==> src/rtl/cpu_trace_pkg.sv <==
// rtl/cpu_trace_pkg.sv - shared constants, record layout and beat FSM states for the CPU trace buffer
package cpu_trace_pkg;

  localparam int REC_W     = 128;
  localparam int PC_LSB    = 0;
  localparam int INSTR_LSB = 32;
  localparam int ALU_LSB   = 64;
  localparam int MEM_LSB   = 96;

  localparam logic [1:0] BEAT_PC    = 2'd0;
  localparam logic [1:0] BEAT_INSTR = 2'd1;
  localparam logic [1:0] BEAT_ALU   = 2'd2;
  localparam logic [1:0] BEAT_MEM   = 2'd3;

  typedef enum logic {
    ST_IDLE   = 1'b0,
    ST_STREAM = 1'b1
  } trace_state_e;

  function automatic logic [31:0] beat_of(input logic [REC_W-1:0] rec, input logic [1:0] sel);
    logic [31:0] beat;
    case (sel)
      BEAT_PC:    beat = rec[PC_LSB    +: 32];
      BEAT_INSTR: beat = rec[INSTR_LSB +: 32];
      BEAT_ALU:   beat = rec[ALU_LSB   +: 32];
      default:    beat = rec[MEM_LSB   +: 32];
    endcase
    return beat;
  endfunction

endpackage

==> src/rtl/cpu_trace_fifo.sv <==
// rtl/cpu_trace_fifo.sv - synchronous record FIFO with push/pop/full/empty/count
module cpu_trace_fifo
  import cpu_trace_pkg::*;
#(
  parameter int DEPTH = 4,
  parameter int WIDTH = REC_W,
  localparam int AW   = $clog2(DEPTH),
  localparam int CW   = AW + 1
) (
  input  logic             clk,
  input  logic             rst_n,
  input  logic             push,
  input  logic [WIDTH-1:0] wdata,
  input  logic             pop,
  output logic [WIDTH-1:0] rdata,
  output logic             full,
  output logic             empty,
  output logic [CW-1:0]    count
);

  logic [WIDTH-1:0] mem_q [DEPTH];
  logic [AW-1:0]    wr_ptr_q, wr_ptr_d;
  logic [AW-1:0]    rd_ptr_q, rd_ptr_d;
  logic [CW-1:0]    count_q, count_d;
  logic             do_push, do_pop;

  assign full  = (count_q == CW'(DEPTH));
  assign empty = (count_q == '0);
  assign count = count_q;
  assign rdata = mem_q[rd_ptr_q];

  // A push into a full FIFO is legal when the head leaves in the same cycle.
  always_comb begin
    do_pop   = pop & ~empty;
    do_push  = push & (~full | do_pop);
    wr_ptr_d = do_push ? wr_ptr_q + AW'(1) : wr_ptr_q;
    rd_ptr_d = do_pop  ? rd_ptr_q + AW'(1) : rd_ptr_q;
    count_d  = count_q + CW'(do_push) - CW'(do_pop);
  end

  always_ff @(posedge clk or negedge rst_n) begin
    if (!rst_n) begin
      wr_ptr_q <= '0;
      rd_ptr_q <= '0;
      count_q  <= '0;
    end else begin
      wr_ptr_q <= wr_ptr_d;
      rd_ptr_q <= rd_ptr_d;
      count_q  <= count_d;
    end
  end

  always_ff @(posedge clk) begin
    if (do_push) mem_q[wr_ptr_q] <= wdata;
  end

endmodule

==> src/rtl/cpu_trace_buffer.sv <==
// rtl/cpu_trace_buffer.sv - retirement trace capture, drained as four 32-bit beats per record
// Optional PC range filter enabled by defining TRACE_FILTER_EN.
module cpu_trace_buffer
  import cpu_trace_pkg::*;
#(
  parameter int DEPTH = 4,
  parameter int CNT_W = 16,
  localparam int LW   = $clog2(DEPTH) + 1
) (
  input  logic             clk,
  input  logic             rst,
  input  logic             cap_en,
  input  logic [31:0]      pc_i,
  input  logic [31:0]      instr_i,
  input  logic [31:0]      alu_i,
  input  logic [31:0]      mem_i,
  input  logic [31:0]      pc_lo,
  input  logic [31:0]      pc_hi,
  input  logic             clr_ovf,
  output logic [31:0]      out_data,
  output logic             out_valid,
  input  logic             out_ready,
  output logic [1:0]       out_sel,
  output logic             out_last,
  output logic [LW-1:0]    level,
  output logic [CNT_W-1:0] drop_cnt,
  output logic             overflow
);

  trace_state_e     state_q, state_d;
  logic [1:0]       out_sel_q, out_sel_d;
  logic [CNT_W-1:0] drop_cnt_q, drop_cnt_d;
  logic             overflow_q, overflow_d;

  logic             cap_pass, push_req, beat_fire, pop, drop;
  logic             fifo_full, fifo_empty;
  logic [REC_W-1:0] head_rec, new_rec;

`ifdef TRACE_FILTER_EN
  assign cap_pass = (pc_i >= pc_lo) && (pc_i <= pc_hi);
`else
  logic unused_filter_bounds;
  assign unused_filter_bounds = ^{pc_lo, pc_hi};
  assign cap_pass = 1'b1;
`endif

  assign new_rec   = {mem_i, alu_i, instr_i, pc_i};
  assign push_req  = cap_en & cap_pass;
  assign beat_fire = out_valid & out_ready;
  assign pop       = beat_fire & (out_sel_q == BEAT_MEM);
  assign drop      = push_req & fifo_full & ~pop;

  cpu_trace_fifo #(
    .DEPTH (DEPTH),
    .WIDTH (REC_W)
  ) u_fifo (
    .clk   (clk),
    .rst_n (rst),
    .push  (push_req),
    .wdata (new_rec),
    .pop   (pop),
    .rdata (head_rec),
    .full  (fifo_full),
    .empty (fifo_empty),
    .count (level)
  );

  always_ff @(posedge clk or negedge rst) begin
    if (!rst) state_q <= ST_IDLE;
    else      state_q <= state_d;
  end

  // Leaving STREAM needs the last record popped with nothing arriving behind it.
  always_comb begin
    state_d = state_q;
    case (state_q)
      ST_IDLE:   if (push_req) state_d = ST_STREAM;
      ST_STREAM: if (pop && level == LW'(1) && !push_req) state_d = ST_IDLE;
      default:   state_d = ST_IDLE;
    endcase
  end

  always_comb begin
    out_valid = (state_q == ST_STREAM);
  end

  always_comb begin
    out_sel_d  = beat_fire ? out_sel_q + 2'd1 : out_sel_q;
    drop_cnt_d = drop_cnt_q;
    overflow_d = overflow_q;
    if (clr_ovf) begin
      drop_cnt_d = '0;
      overflow_d = 1'b0;
    end else if (drop) begin
      overflow_d = 1'b1;
      if (drop_cnt_q != '1) drop_cnt_d = drop_cnt_q + CNT_W'(1);
    end
  end

  always_ff @(posedge clk or negedge rst) begin
    if (!rst) begin
      out_sel_q  <= BEAT_PC;
      drop_cnt_q <= '0;
      overflow_q <= 1'b0;
    end else begin
      out_sel_q  <= out_sel_d;
      drop_cnt_q <= drop_cnt_d;
      overflow_q <= overflow_d;
    end
  end

  assign out_sel  = out_sel_q;
  assign out_last = (out_sel_q == BEAT_MEM);
  assign out_data = beat_of(head_rec, out_sel_q);
  assign drop_cnt = drop_cnt_q;
  assign overflow = overflow_q;

endmodule
==> config.mk <==
export PLATFORM = sky130hd
export DESIGN_NAME = cpu_trace_buffer
export DESIGN_NICKNAME = d
export VERILOG_FILES = /design/src/rtl/cpu_trace_pkg.sv /design/src/rtl/cpu_trace_fifo.sv /design/src/rtl/cpu_trace_buffer.sv
export SDC_FILE = /design/constraint.sdc
export NUM_CORES = 1
export LEC_CHECK = 0
export CAP_MARGIN = 25
export CELL_PAD_IN_SITES_DETAIL_PLACEMENT = 1
export CELL_PAD_IN_SITES_GLOBAL_PLACEMENT = 1
export CORE_ASPECT_RATIO = 0.5
export CORE_MARGIN = 1
export CORE_UTILIZATION = 44
export DETAILED_ROUTE_END_ITERATION = 7
export PLACE_DENSITY = 0.75
export SLEW_MARGIN = 20
export SYNTH_ARGS = -nofsm -noshare
export SYNTH_HDL_FRONTEND = slang
export SYNTH_SLANG_ARGS = --single-unit
==> constraint.sdc <==
create_clock -name clk -period 4.65 [get_ports clk]
set_clock_uncertainty 0.2 [all_clocks]
set_input_delay 1.395 -clock clk [delete_from_list [all_inputs] [get_ports clk]]
set_output_delay 1.395 -clock clk [all_outputs]
set_load 0.02 [all_outputs]
==> results.yml, run 1 <==
logic_synthesis:
  ys_ff_latch: 539
  synthArstFlopShare_pct: 5.01
  synth_top_area_share_pct: 74.1
  synth.distinct_cells: 35
  ys_top_cells_by_area: "edfxtp_1 74%, mux4_2 14%, dfrtp_1 3.3%"
  ys.flop_type: "edfxtp_1"
  synth_cells: 967
  seq_area_frac_synth_pct: 77.3
  yosysWarnings: 0
  avgSynthCellArea_um2: 21.5
  synth_area_mm2: 0.0208
  syn_nets: 1177
  synth_largest_area_cell: "edfxtp_1"
  synth-edff-count: 512
pwr:
  switching_power_mw: 4.95
  seqPwrFrac_pct: 41.9
  irDropWorstVdd_v: 0.000312
  combPwrFrac_pct: 35.2
  power.total_mw: 15.9
  pwr_density_cell_mw_per_mm2: 629
  internal_power_mw: 11.0
  switching_share_pct: 31.1
  power_frac_clock_pct: 22.9
  leakage_nw: 8.09
timing:
  hold_viol_final: 0
  drv_slew: 0
  clock.fmax_mhz: 219
  fin_setup_tns_ns: 0
  relSlewSlack_pct: 50.0
  worst_slew_pin_slew_ns: 0.748
  period_minus_slack_ns: 4.57
  period_share_pct: 98.2
  rsz0062_at_grt: "false"
  final-setup-viol-count: 0
clocking:
  cts_sinks: 539
  clk_pin_slew_ns: 0.07
  ctsHoldBuffers: 0
  root_buffer: "clkbuf_16"
  clockBufferDepth: 3
  worstSkewPairLatency_ns: 0.56
  cts_tree: "done"
  numCtsBuffers: 48
  htreeDepth: 2
floorplanning:
  die_h_um: 156
  ios: 253
  initial_utilization_pct: 45.3
  rows: 55
  die_w_um: 309
  core_area_mm2: 0.0458
  dieArea_mm2: 0.0481
route:
  wirelength_um: 47500
  wl_per_cell_um: 25.6
  first_pass_iters: 5
  drc: 0
  num_vias: 10400
  viasPerCell: 5.59
  drt_iter0_drc: 793
  ant_nets: 0
grt:
  grt_pass1_wl_um: 70700
  grt_max_degree: 45
  grt_usage_pct: 19.9
  grt_pass1_vias: 11400
  overflow: 0
  antenna_found_initial: 2
run:
  maxCapViolations: 0
placed_design:
  gp_congestion: 0.742
  hpwl_um: 30000
  portBuffers: 188
  dp_cells: 1776
hold_path:
  hold_path.class: "reg -> reg"
final_layout:
  finalNonFillerCells: 1857
  nets: 1410
  layout_common_cells: "512 x edfxtp_1, 187 x clkdlybuf4s50_1, 128 x mux4_2"
  drive_above_1_share_pct: 20.0
  syn_to_final_growth_pct: 22.1
  ff_latch_area_mm2: 0.0161
  fill_cells: 4023
  multi_input_area_mm2: 0.00445
  layout_commonest_cell: "edfxtp_1"
setup_path:
  crit_type: "reg -> out"
  path_max_fanout: 30
  crit_path_end_kind: "output port"
  cp-start-kind: "flip-flop"
  crit_arrival_ns: 2.97
  required_ns: 3.05
run_status:
  run_status: "complete, no violations"
## repair_timing
| item | CTS | global route |
|---|---|---|
| buffers inserted | 1 | 0 |
| resized for setup | 3 | 1 |
| endpoints found under the setup margin | 2 | 1 |
## flip-flops by register name (all words and copies together) (netlist names)
| register | cells |
|---|---|
| drop_cnt | 16 |
| u_fifo.wr_ptr_q | 2 |
| u_fifo.mem_q | 512 |
| out_valid | 1 |
| u_fifo.rd_ptr_q | 2 |
| out_sel | 2 |
| u_fifo.count | 3 |
| overflow | 1 |
## synthesized netlist by cell type (5+ instances only)
cell type  instances
nor2b_1           32
dfrtp_1           27
ha_1              12
a21oi_1           81
buf_1             10
inv_1             12
a22oi_1           32
edfxtp_1         512
or4_1             13
clkbuf_1          24
o31ai_1           13
nand2_1            7
and2_1             5
buf_2             16
nand3_1            8
mux4_2           128
nand4_1            5
## power groups by stage
stage,clock (mW),sequential [mW],combinational [mW]
floorplan,0,6.67,3.32
global placement,0,6.69,5.48
detailed placement,0,6.79,5.60
CTS,3.73,6.68,5.72
global route,3.88,6.73,5.97
finish,3.65,6.67,5.60
## path summary, 6_finish.rpt
path | start | to | slack, ns | cells after the start
min reg2reg | overflow | overflow | 0.30 | 2
min in group asynchronous | rst | u_fifo.count[0] | 1.02 | 2
max reg2reg | out_sel[0] | u_fifo.mem_q[3][35] | 1.90 | 6
max | u_fifo.rd_ptr_q[0] | out_data[16] | 0.08 | 5
min | overflow | overflow | 0.30 | 2
max in group asynchronous | rst | u_fifo.rd_ptr_q[0] | 2.91 | 2
## cells by family after synthesis
kind of cell | Yosys count | synth area share, %
AND/OR/NAND/NOR | 83 | 2.54
adder cells (fa/ha/maj) | 13 | 0.820
flip-flops | 539 | 77.3
multiplexers | 129 | 13.9
XOR/XNOR | 6 | 0.253
buffers and inverters | 64 | 1.31
AO/OA/AOI/OAI | 133 | 3.79
## per-stage QoR
stage | util [%] | area, um^2 | setup slack [ns] | hold WS (ns)
after floorplan | - | 20800 | 0.301 | 0.380
after global placement | 52.1 | 23900 | 0.644 | 0.279
after detailed placement | 52.1 | 23900 | 0.590 | 0.294
after CTS | 55.2 | 25300 | 0.0422 | 0.310
after global routing | 55.3 | 25300 | 0.00381 | 0.337
final | 55.3 | 25300 | 0.0848 | 0.305
## routing by layer
| metal | GRT usage, % | vias to the layer above | routed length (um) |
|---|---|---|---|
| met5 | 0 | - | 0 |
| met4 | 5.14 | 0 | 992 |
| met3 | 3.21 | 69 | 1630 |
| met2 | 35.9 | 200 | 25700 |
| met1 | 25.1 | 5578 | 19200 |
| li1 | - | 4526 | - |
## layout make-up
class / count / share of cell area (%)
Sequential cell: 539 / 63.4
Timing Repair Buffer: 235 / 10.3
Inverter: 12 / 0.178
Antenna cell: 2 / 0.0198
Tap cell: 627 / 3.10
Clock buffer: 61 / 5.06
Clock inverter: 17 / 0.425
Multi-Input combinational cell: 364 / 17.6
## critical path, stage by stage (launching register included)
cell	delay, ns
dfrtp_4	0.57
buf_16	0.28
mux4_2	0.58
a22oi_1	0.25
a21oi_1	0.12
clkdlybuf4s50_1	0.56
No activity file was read; power rests on OpenSTA's default activity.
==> run 2: changes to the inputs <==
--- a/config.mk
+++ b/config.mk
@@ -11,8 +11,9 @@
 export CORE_ASPECT_RATIO = 0.5
 export CORE_MARGIN = 1
 export CORE_UTILIZATION = 44
+export CTS_BUF_LIST = sky130_fd_sc_hd__clkbuf_4 sky130_fd_sc_hd__clkbuf_8 sky130_fd_sc_hd__clkbuf_16
 export DETAILED_ROUTE_END_ITERATION = 7
-export PLACE_DENSITY = 0.75
+export PLACE_DENSITY = 0.76
 export SLEW_MARGIN = 20
 export SYNTH_ARGS = -nofsm -noshare
 export SYNTH_HDL_FRONTEND = slang
==> constraint.sdc (replaced) <==
create_clock -name clk -period 3.9 [get_ports clk]
set_clock_uncertainty 0.2 [all_clocks]
set_input_delay 1.17 -clock clk [delete_from_list [all_inputs] [get_ports clk]]
set_output_delay 1.17 -clock clk [all_outputs]
set_load 0.02 [all_outputs]
==> results.yml, run 2 (same netlist as run 1, synthesis figures left out) <==
run_status:
  run_status: "complete, but fails checks"
  violations: "setup timing"
floorplanning:
  rows: 55
  dieArea_mm2: 0.0481
  initial_utilization_pct: 45.3
  ios: 253
  die_h_um: 156
  die_w_um: 309
  core_area_mm2: 0.0458
route:
  drt_iter0_drc: 746
  viasPerCell: 5.68
  ant_nets: 0
  num_vias: 10800
  wirelength_um: 52100
  drc: 0
  wl_per_cell_um: 27.5
  first_pass_iters: 4
pwr:
  switching_share_pct: 32.2
  internal_power_mw: 13.6
  pwr_density_cell_mw_per_mm2: 773
  power.total_mw: 20.1
  combPwrFrac_pct: 37.1
  leakage_nw: 8.43
  seqPwrFrac_pct: 39.5
  switching_power_mw: 6.46
  power_frac_clock_pct: 23.4
  irDropWorstVdd_v: 0.000438
final_layout:
  largest_reg_flops: 512
  layout_commonest_cell: "edfxtp_1"
  largest_register: "u_fifo.mem_q"
  stdcell_area_mm2: 0.0260
  nets: 1436
  syn_to_final_growth_pct: 25.2
  layout_common_cells: "512 x edfxtp_1, 156 x clkdlybuf4s50_1, 128 x mux4_2"
  drive_above_1_share_pct: 28.9
  utilization_pct: 56.7
  finalNonFillerCells: 1895
clocking:
  clockBufferDepth: 3
  worstSkewPairLatency_ns: 0.58
  clk_pin_slew_ns: 0.07
  htreeDepth: 2
  cts_sinks: 539
  cts_tree: "done"
  root_buffer: "clkbuf_16"
  numCtsBuffers: 49
setup_path:
  crit_cells: 6
  required_ns: 2.53
  crit_type: "reg -> out"
  reg2reg_depth: 5
  crit_arrival_ns: 2.54
  worstPathCellList: "buf_12 -> clkbuf_16 -> mux4_2 -> a22oi_1 -> a21oi_1 -> buf_2"
  crit_path_end_kind: "output port"
  path_max_fanout: 8
  crit_buf_inv: 3
  cpPeakStageDelay_ns: 0.50
  cp-start-kind: "flip-flop"
  cp_top_family: "buffers and inverters"
  crit_slowest_cell: "mux4_2"
timing:
  rsz0062_at_grt: "true"
  hold_viol_final: 0
  fin_ws_ns: -0.00962
  period_share_pct: 100
  worst_slew_pin_slew_ns: 0.688
  final-setup-viol-count: 1
  timing.hold.ws_ns: 0.309
  fin_setup_tns_ns: -0.00962
  clock.fmax_mhz: 256
  period_minus_slack_ns: 3.91
  relSlewSlack_pct: 54.0
  drv_slew: 0
placed_design:
  hpwl_um: 30200
  portBuffers: 188
  place_worst_setup_slack_ns: 0.125
  gp_congestion: 0.780
  placed_area_mm2: 0.0239
  dp_cells: 1774
grt:
  grt_pass1_wl_um: 75300
  overflow: 0
  grt_max_degree: 47
  grt_usage_pct: 21.2
  grt_pass1_vias: 11600
  antenna_found_initial: 7
hold_path:
  hold_path.class: "reg -> reg"
  hold_depth: 2
run:
  maxCapViolations: 0
[run 2: final timing paths]
check | from | to | slack (ns)
setup reg to reg | out_sel[0] | u_fifo.mem_q[1][37] | 1.04
hold reg to reg | overflow | overflow | 0.31
max in group asynchronous | rst | u_fifo.rd_ptr_q[0] | 2.44
hold / removal | overflow | overflow | 0.31
min in group asynchronous | rst | out_valid | 0.76
setup / recovery | u_fifo.rd_ptr_q[0] | out_data[30] | -0.01
[run 2: timing repair]
item,CTS,global route
hold buffers,0,0
resized for setup,132,61
gates cloned,4,2
buffers inserted,6,18
setup endpoints to repair,32,28
pin swaps,1,7
[run 2: power groups by stage]
stage	registers, mW	logic (mW)	clock network, mW
2_1_floorplan	7.95	3.96	0
3_3_place_gp	7.91	6.72	0
3_5_place_dp	8.03	6.86	0
4_1_cts	7.91	7.18	4.78
5_1_grt	7.99	7.84	4.94
6_report	7.93	7.45	4.71
[run 2: cell type report]
class / instances / area (um^2)
Antenna cell: 7 / 17.5
Clock buffer: 63 / 1350
Clock inverter: 23 / 196
Fill cell: 4010 / 19900
Inverter: 12 / 45.0
Multi-Input combinational cell: 364 / 4630
Sequential cell: 539 / 16100
Tap cell: 627 / 785
Timing Repair Buffer: 260 / 2890
[run 2: per-layer routing]
| layer | vias to the layer above | wire (um) | global-route usage, % |
|---|---|---|---|
| met2 | 274 | 28900 | 38.8 |
| met3 | 67 | 1920 | 3.02 |
| li1 | 4579 | - | - |
| met1 | 5838 | 20300 | 26.6 |
| met4 | 0 | 966 | 5.80 |
| met5 | - | 0 | 0 |
[run 2: worst reg2reg max path, stage by stage (launching register included)]
cell,delay (ns)
dfrtp_1,0.52
ha_1,0.25
nand3_1,0.24
a41oi_1,0.61
and2_4,0.34
buf_4,0.34
